<file path="config.mk">
export PLATFORM = sky130hd
export DESIGN_NAME = fetch_unit
export DESIGN_NICKNAME = d
export VERILOG_FILES = /design/src/rtl/fetch_unit.sv
export SDC_FILE = /design/constraint.sdc
export NUM_CORES = 1
export LEC_CHECK = 0
export CORE_MARGIN = 2
export CORE_UTILIZATION = 46
export DETAILED_ROUTE_END_ITERATION = 10
export GPL_TIMING_DRIVEN = 0
export PLACE_DENSITY = 0.74
export SKIP_CTS_REPAIR_TIMING = 1
export SYNTH_ARGS = -nofsm -noshare
export SYNTH_HDL_FRONTEND = slang
export SYNTH_SLANG_ARGS = --single-unit
export TNS_END_PERCENT = 30
</file>
<file path="constraint.sdc">
create_clock -name clk -period 2 [get_ports clk]
set_input_delay 0.4 -clock clk [delete_from_list [all_inputs] [get_ports clk]]
set_output_delay 0.4 -clock clk [all_outputs]
set_load 0.005 [all_outputs]
</file>
<file path="src/rtl/fetch_unit.sv">
// fetch_unit: instruction-fetch stage and IF/ID pipeline register for the 32-bit RISC-V core.
//
// Owns the PC and drives a synchronous-read instruction memory whose data
// returns one cycle after the address is sampled. One-entry skid buffer keeps
// decode stalls lossless. Taken-branch redirects drop wrong-path fetches.
//
// Ports:
//   clk          in   clock, all state updates on posedge
//   reset        in   synchronous active-high reset
//   stall        in   decode stall: hold IF/ID and PC
//   redirect     in   taken branch: flush the front end
//   redirect_pc  in   branch target, bits [1:0] treated as 00
//   imem_addr    out  byte address to instruction memory (fetch_pc)
//   imem_rdata   in   instruction at the address sampled on the previous edge
//   if_id_valid  out  IF/ID slot holds a real instruction
//   if_id_pc     out  PC of if_id_instr
//   if_id_instr  out  instruction to decode (NOP_INSTR when bubble)
module fetch_unit #(
    parameter logic [31:0] RESET_PC  = 32'h0000_0000,
    parameter logic [31:0] NOP_INSTR = 32'h0000_0013
) (
    input  logic        clk,
    input  logic        reset,
    input  logic        stall,
    input  logic        redirect,
    input  logic [31:0] redirect_pc,
    output logic [31:0] imem_addr,
    input  logic [31:0] imem_rdata,
    output logic        if_id_valid,
    output logic [31:0] if_id_pc,
    output logic [31:0] if_id_instr
);
    logic [31:0] fetch_pc;
    logic        resp_valid;
    logic [31:0] resp_pc;
    logic        skid_valid;
    logic [31:0] skid_pc;
    logic [31:0] skid_instr;
    logic        issue;
    logic [31:0] target;
    logic        nxt_valid;
    logic [31:0] nxt_pc;
    logic [31:0] nxt_instr;

    assign issue     = ~stall & ~redirect;
    assign target    = redirect_pc & ~32'h3;
    assign imem_addr = fetch_pc;

    // The skid entry is always older than the in-flight response, so it goes first.
    always_comb begin
        nxt_valid = skid_valid | resp_valid;
        nxt_pc    = skid_valid ? skid_pc : resp_valid ? resp_pc : 32'h0;
        nxt_instr = skid_valid ? skid_instr : resp_valid ? imem_rdata : NOP_INSTR;
    end

    always_ff @(posedge clk) begin
        if (reset) begin
            fetch_pc    <= RESET_PC;
            resp_valid  <= 1'b0;
            resp_pc     <= 32'h0;
            skid_valid  <= 1'b0;
            skid_pc     <= 32'h0;
            skid_instr  <= NOP_INSTR;
            if_id_valid <= 1'b0;
            if_id_pc    <= 32'h0;
            if_id_instr <= NOP_INSTR;
        end else begin
            // A fetch that was not issued still returns data next cycle; it is tagged invalid.
            resp_pc    <= fetch_pc;
            resp_valid <= issue;
            if (redirect) begin
                fetch_pc    <= target;
                skid_valid  <= 1'b0;
                if_id_valid <= 1'b0;
                if_id_pc    <= 32'h0;
                if_id_instr <= NOP_INSTR;
            end else if (stall) begin
                // Capture the response that would otherwise be lost; a held skid stays put.
                if (resp_valid && !skid_valid) begin
                    skid_valid <= 1'b1;
                    skid_pc    <= resp_pc;
                    skid_instr <= imem_rdata;
                end
            end else begin
                fetch_pc    <= fetch_pc + 32'd4;
                skid_valid  <= 1'b0;
                if_id_valid <= nxt_valid;
                if_id_pc    <= nxt_pc;
                if_id_instr <= nxt_instr;
            end
        end
    end
endmodule
</file>
==> run summary <==
LAYOUT
-------------------------------------------------------------------------------------------
Diodes inserted                                                                           0
Area of the multi-input gates                                                    3750 sq um
Final-layout fill cell count                                                           1500
Nets@finish                                                                            1240
Final core utilization                                                                62.6%
Combined flip-flop and latch cell area                                           3760 sq um
Commonest non-fill, non-tap cell in the layout                                 sky130_fd_sc_hd__nand2_1
Share of post-route cells with drive strength above 1                                 7.44%
Synthesis-to-layout area growth                                                       32.8%
Most frequent cells in the layout                                              192 x sky130_fd_sc_hd__nand2_1, 186 x sky130_fd_sc_hd__a21oi_1, 171 x sky130_fd_sc_hd__dfxtp_1

TIMING
-------------------------------------------------------------------------------------------
Highest achievable clock rate                                                       482 MHz
Final period demand of the worst path                                               2080 ps
Least-Margin Pin Slew                                                                663 ps
Post-route worst hold slack                                                          454 ps
RSZ-0062 raised after global routing                                                    yes
Final number of hold-violating endpoints                                                  0
Total Neg Setup Slack                                                              -75.6 ps
Setup violation total in the final timing report                                          1
Final Slew Violations                                                                     0
Setup clock skew after layout                                                       11.6 ps
Worst max-slew margin expressed relative to the limit                                 55.8%
Fin worst setup slack                                                              -75.6 ps
Final Cycle Share                                                                      104%

JOB
-------------------------------------------------------------------------------------------
Max-cap check violation count                                                             0

FLOORPLANNING
-------------------------------------------------------------------------------------------
Area of the core region                                                         16600 sq um
I/O pin total                                                                           165
Die Height                                                                           134 um
Total die area                                                                  18100 sq um
X dimension of the die                                                               134 um
# rows                                                                                   47
Initial core utilization                                                              47.2%

CLOCK TREE
-------------------------------------------------------------------------------------------
Clock net sink count                                                                    187
TritonCTS Buffers                                                                        17
Maximum buffer depth of the clock tree                                                    2
Worst-Skew Late Latency                                                              440 ps
TritonCTS clock tree                                                                    yes
H-tree lvl count                                                                          4
Root buffer cell                                                               sky130_fd_sc_hd__clkbuf_16
Clock edge transition at the registers on the reported setup and hold paths           70 ps

LOGIC SYNTHESIS
-------------------------------------------------------------------------------------------
Cell area after synthesis                                                        7820 sq um
Average cell area after synthesis                                                7.88 sq um
Cell types with the largest area share after synthesis                         sky130_fd_sc_hd__dfxtp_1 48%, sky130_fd_sc_hd__a21oi_1 12%, sky130_fd_sc_hd__nand2_1 9.2%
Area share of the leading cell type in the synthesized netlist                        47.9%
Main synth FF type                                                             sky130_fd_sc_hd__dfxtp_1
Number of warnings reported in the yosys synthesis log                                    0
Library cell with the largest summed area after synthesis                      sky130_fd_sc_hd__dfxtp_1
Post-Synthesis Cells                                                                    993
Register area share after synthesis                                                   47.9%
Async S/R FF share, synth                                                                0%
EDFF count, synth                                                                         0
Synth unique cells                                                                       43
Number of flip-flops and latches in the synthesized netlist                             187

GLOBAL ROUTING
-------------------------------------------------------------------------------------------
Global routing usage on met2                                                          40.0%
Remaining global-route overflow                                                           0
Global routing met3 resource utilization                                              4.99%
Number of global-route vias before repair                                              6986
Global routing's busiest layer                                                         met2
Wire length of the first global-routing pass                                       36000 um
Met1 routing resource usage after global routing                                      34.0%
Initial antenna violation count                                                           0
Maximum number of pins on one net before global-route repair                             17
GR Util All Layers                                                                    25.1%

PWR
-------------------------------------------------------------------------------------------
Total chip power                                                                    7.94 mW
Power density normalized to cell area                                           764 nW/um^2
Max VDD drop                                                                       0.667 mV
Lkg Pwr                                                                             3.38 nW

DETAILED ROUTING
-------------------------------------------------------------------------------------------
Number of design-rule violations left by the first detailed-router iteration            559
Number of optimization iterations in the first detailed-route pass                        5
Vias per std cell                                                                      5.48
Routed length per placed instance                                                   16.3 um
Detailed Route WL                                                                  22800 um
Via count                                                                              7688
Number of DRC violations after detailed routing                                           0
Antenna Nets Post-Route                                                                   0

WORST SETUP PATH
-------------------------------------------------------------------------------------------
Worst EP arrival                                                                    2430 ps
Worst Setup Start Kind                                                            flip-flop
Crit path max fanout                                                                     10
Worst endpoint required time                                                        2350 ps
Category of the worst setup path capture point                                    flip-flop
Path type of the worst setup path                                              flip-flop to flip-flop
Worst R2R Setup Slack                                                                -80 ps

WORST HOLD PATH
-------------------------------------------------------------------------------------------
Tightest Hold Check Type                                                       flip-flop to flip-flop

PLACE
-------------------------------------------------------------------------------------------
Worst setup slack before clock tree synthesis                                       -819 ps
Routability cong.                                                                     0.898
IO Port Bufs                                                                            156
Placed wire-length estimate                                                        16200 um

OUTCOME
-------------------------------------------------------------------------------------------
Violations in the final reports                                                negative setup slack
Status                                                                         finished with violations

critical path, stage by stage (launching register included):
cell                       delay [ps]
sky130_fd_sc_hd__dfxtp_2          340
sky130_fd_sc_hd__buf_8            130
sky130_fd_sc_hd__nand4_1           90
sky130_fd_sc_hd__or4_4            560
sky130_fd_sc_hd__buf_6            150
sky130_fd_sc_hd__or4_1            420
sky130_fd_sc_hd__a311oi_2         290
Yosys cell counts (2+ instances only):
cell and n:
sky130_fd_sc_hd__o21ai_0 6, sky130_fd_sc_hd__o31ai_1 4, sky130_fd_sc_hd__and4_1 9, sky130_fd_sc_hd__nor2_1 96, sky130_fd_sc_hd__a211o_1 3, sky130_fd_sc_hd__nand3b_1 60
sky130_fd_sc_hd__o211ai_1 3, sky130_fd_sc_hd__buf_1 8, sky130_fd_sc_hd__nand3_1 9, sky130_fd_sc_hd__nand4_1 10, sky130_fd_sc_hd__nand4b_1 4, sky130_fd_sc_hd__a311oi_1 10
sky130_fd_sc_hd__nand2_1 192, sky130_fd_sc_hd__o311ai_0 3, sky130_fd_sc_hd__or2_2 2, sky130_fd_sc_hd__dfxtp_1 187, sky130_fd_sc_hd__inv_1 12, sky130_fd_sc_hd__o21bai_1 2
sky130_fd_sc_hd__xnor2_1 10, sky130_fd_sc_hd__and2_1 4, sky130_fd_sc_hd__a21oi_1 186, sky130_fd_sc_hd__or3_1 7, sky130_fd_sc_hd__clkbuf_1 73, sky130_fd_sc_hd__buf_4 4
sky130_fd_sc_hd__a2111oi_0 4, sky130_fd_sc_hd__a221oi_1 3, sky130_fd_sc_hd__and3_1 6, sky130_fd_sc_hd__nor3_1 9, sky130_fd_sc_hd__nor2b_1 31, sky130_fd_sc_hd__or4_1 6
sky130_fd_sc_hd__buf_2 2, sky130_fd_sc_hd__a31oi_1 3, sky130_fd_sc_hd__o31a_1 2, sky130_fd_sc_hd__nor4_1 5, sky130_fd_sc_hd__a211oi_1 10
layer usage:
layer,vias to the layer above,routed length [um]
li1,3747,-
met1,3592,10200
met2,315,10700
met3,34,1590
met4,0,350
met5,-,0
report_power, final:
part	internal [mW]	switching, mW	leakage [nW]
sequential	3.82	0.110	1.52
clock	1.90	1.44	0.263
combinational	0.330	0.342	1.59
total	6.05	1.89	3.38
through the flow:
| stage | cells | area, sq um |
|---|---|---|
| 2_1_floorplan | 996 | 7870 |
| 3_3_place_gp | 1372 | 9700 |
| 3_5_place_dp | 1372 | 9700 |
| 4_1_cts | 1403 | 10300 |
| 5_1_grt | 1403 | 10400 |
| 6_report | 1403 | 10400 |
registers in the layout, summed over array words and instances, names as in the netlist:
signal,count
if_id_instr,32
skid_instr,32
if_id_pc,30
imem_addr,30
resp_pc,30
skid_pc,30
if_id_valid,1
resp_valid,1
skid_valid,1
cell type report:
class,instances,share of cell area (%)
repair buffers,158,15.2
clock buffers,21,4.43
plain buffers,85,3.83
well taps,220,2.65
multi-input cells,710,36.1
flip-flops and latches,187,36.2
clock inverters,10,1.14
inverters,12,0.434
kinds of logic after synthesis:
kind of cell | after synthesis | synth area share (%)
fa+ha+maj | 1 | 0.160
flops | 187 | 47.9
mux | 1 | 0.128
simple gates | 454 | 28.4
compound gates | 240 | 17.3
buf+inv | 99 | 4.98
other cells | 1 | 0.0480
xor+xnor | 10 | 1.12
final timing paths:
kind / startpoint / endpoint / cells past startpoint
worst max-delay path: imem_addr[14] / imem_addr[30] / 6
worst min-delay path: skid_instr[10] / skid_instr[10] / 2
worst max register to register: imem_addr[14] / imem_addr[30] / 6
worst min register to register: skid_instr[10] / skid_instr[10] / 2
Power figures use the tool's default switching activity.
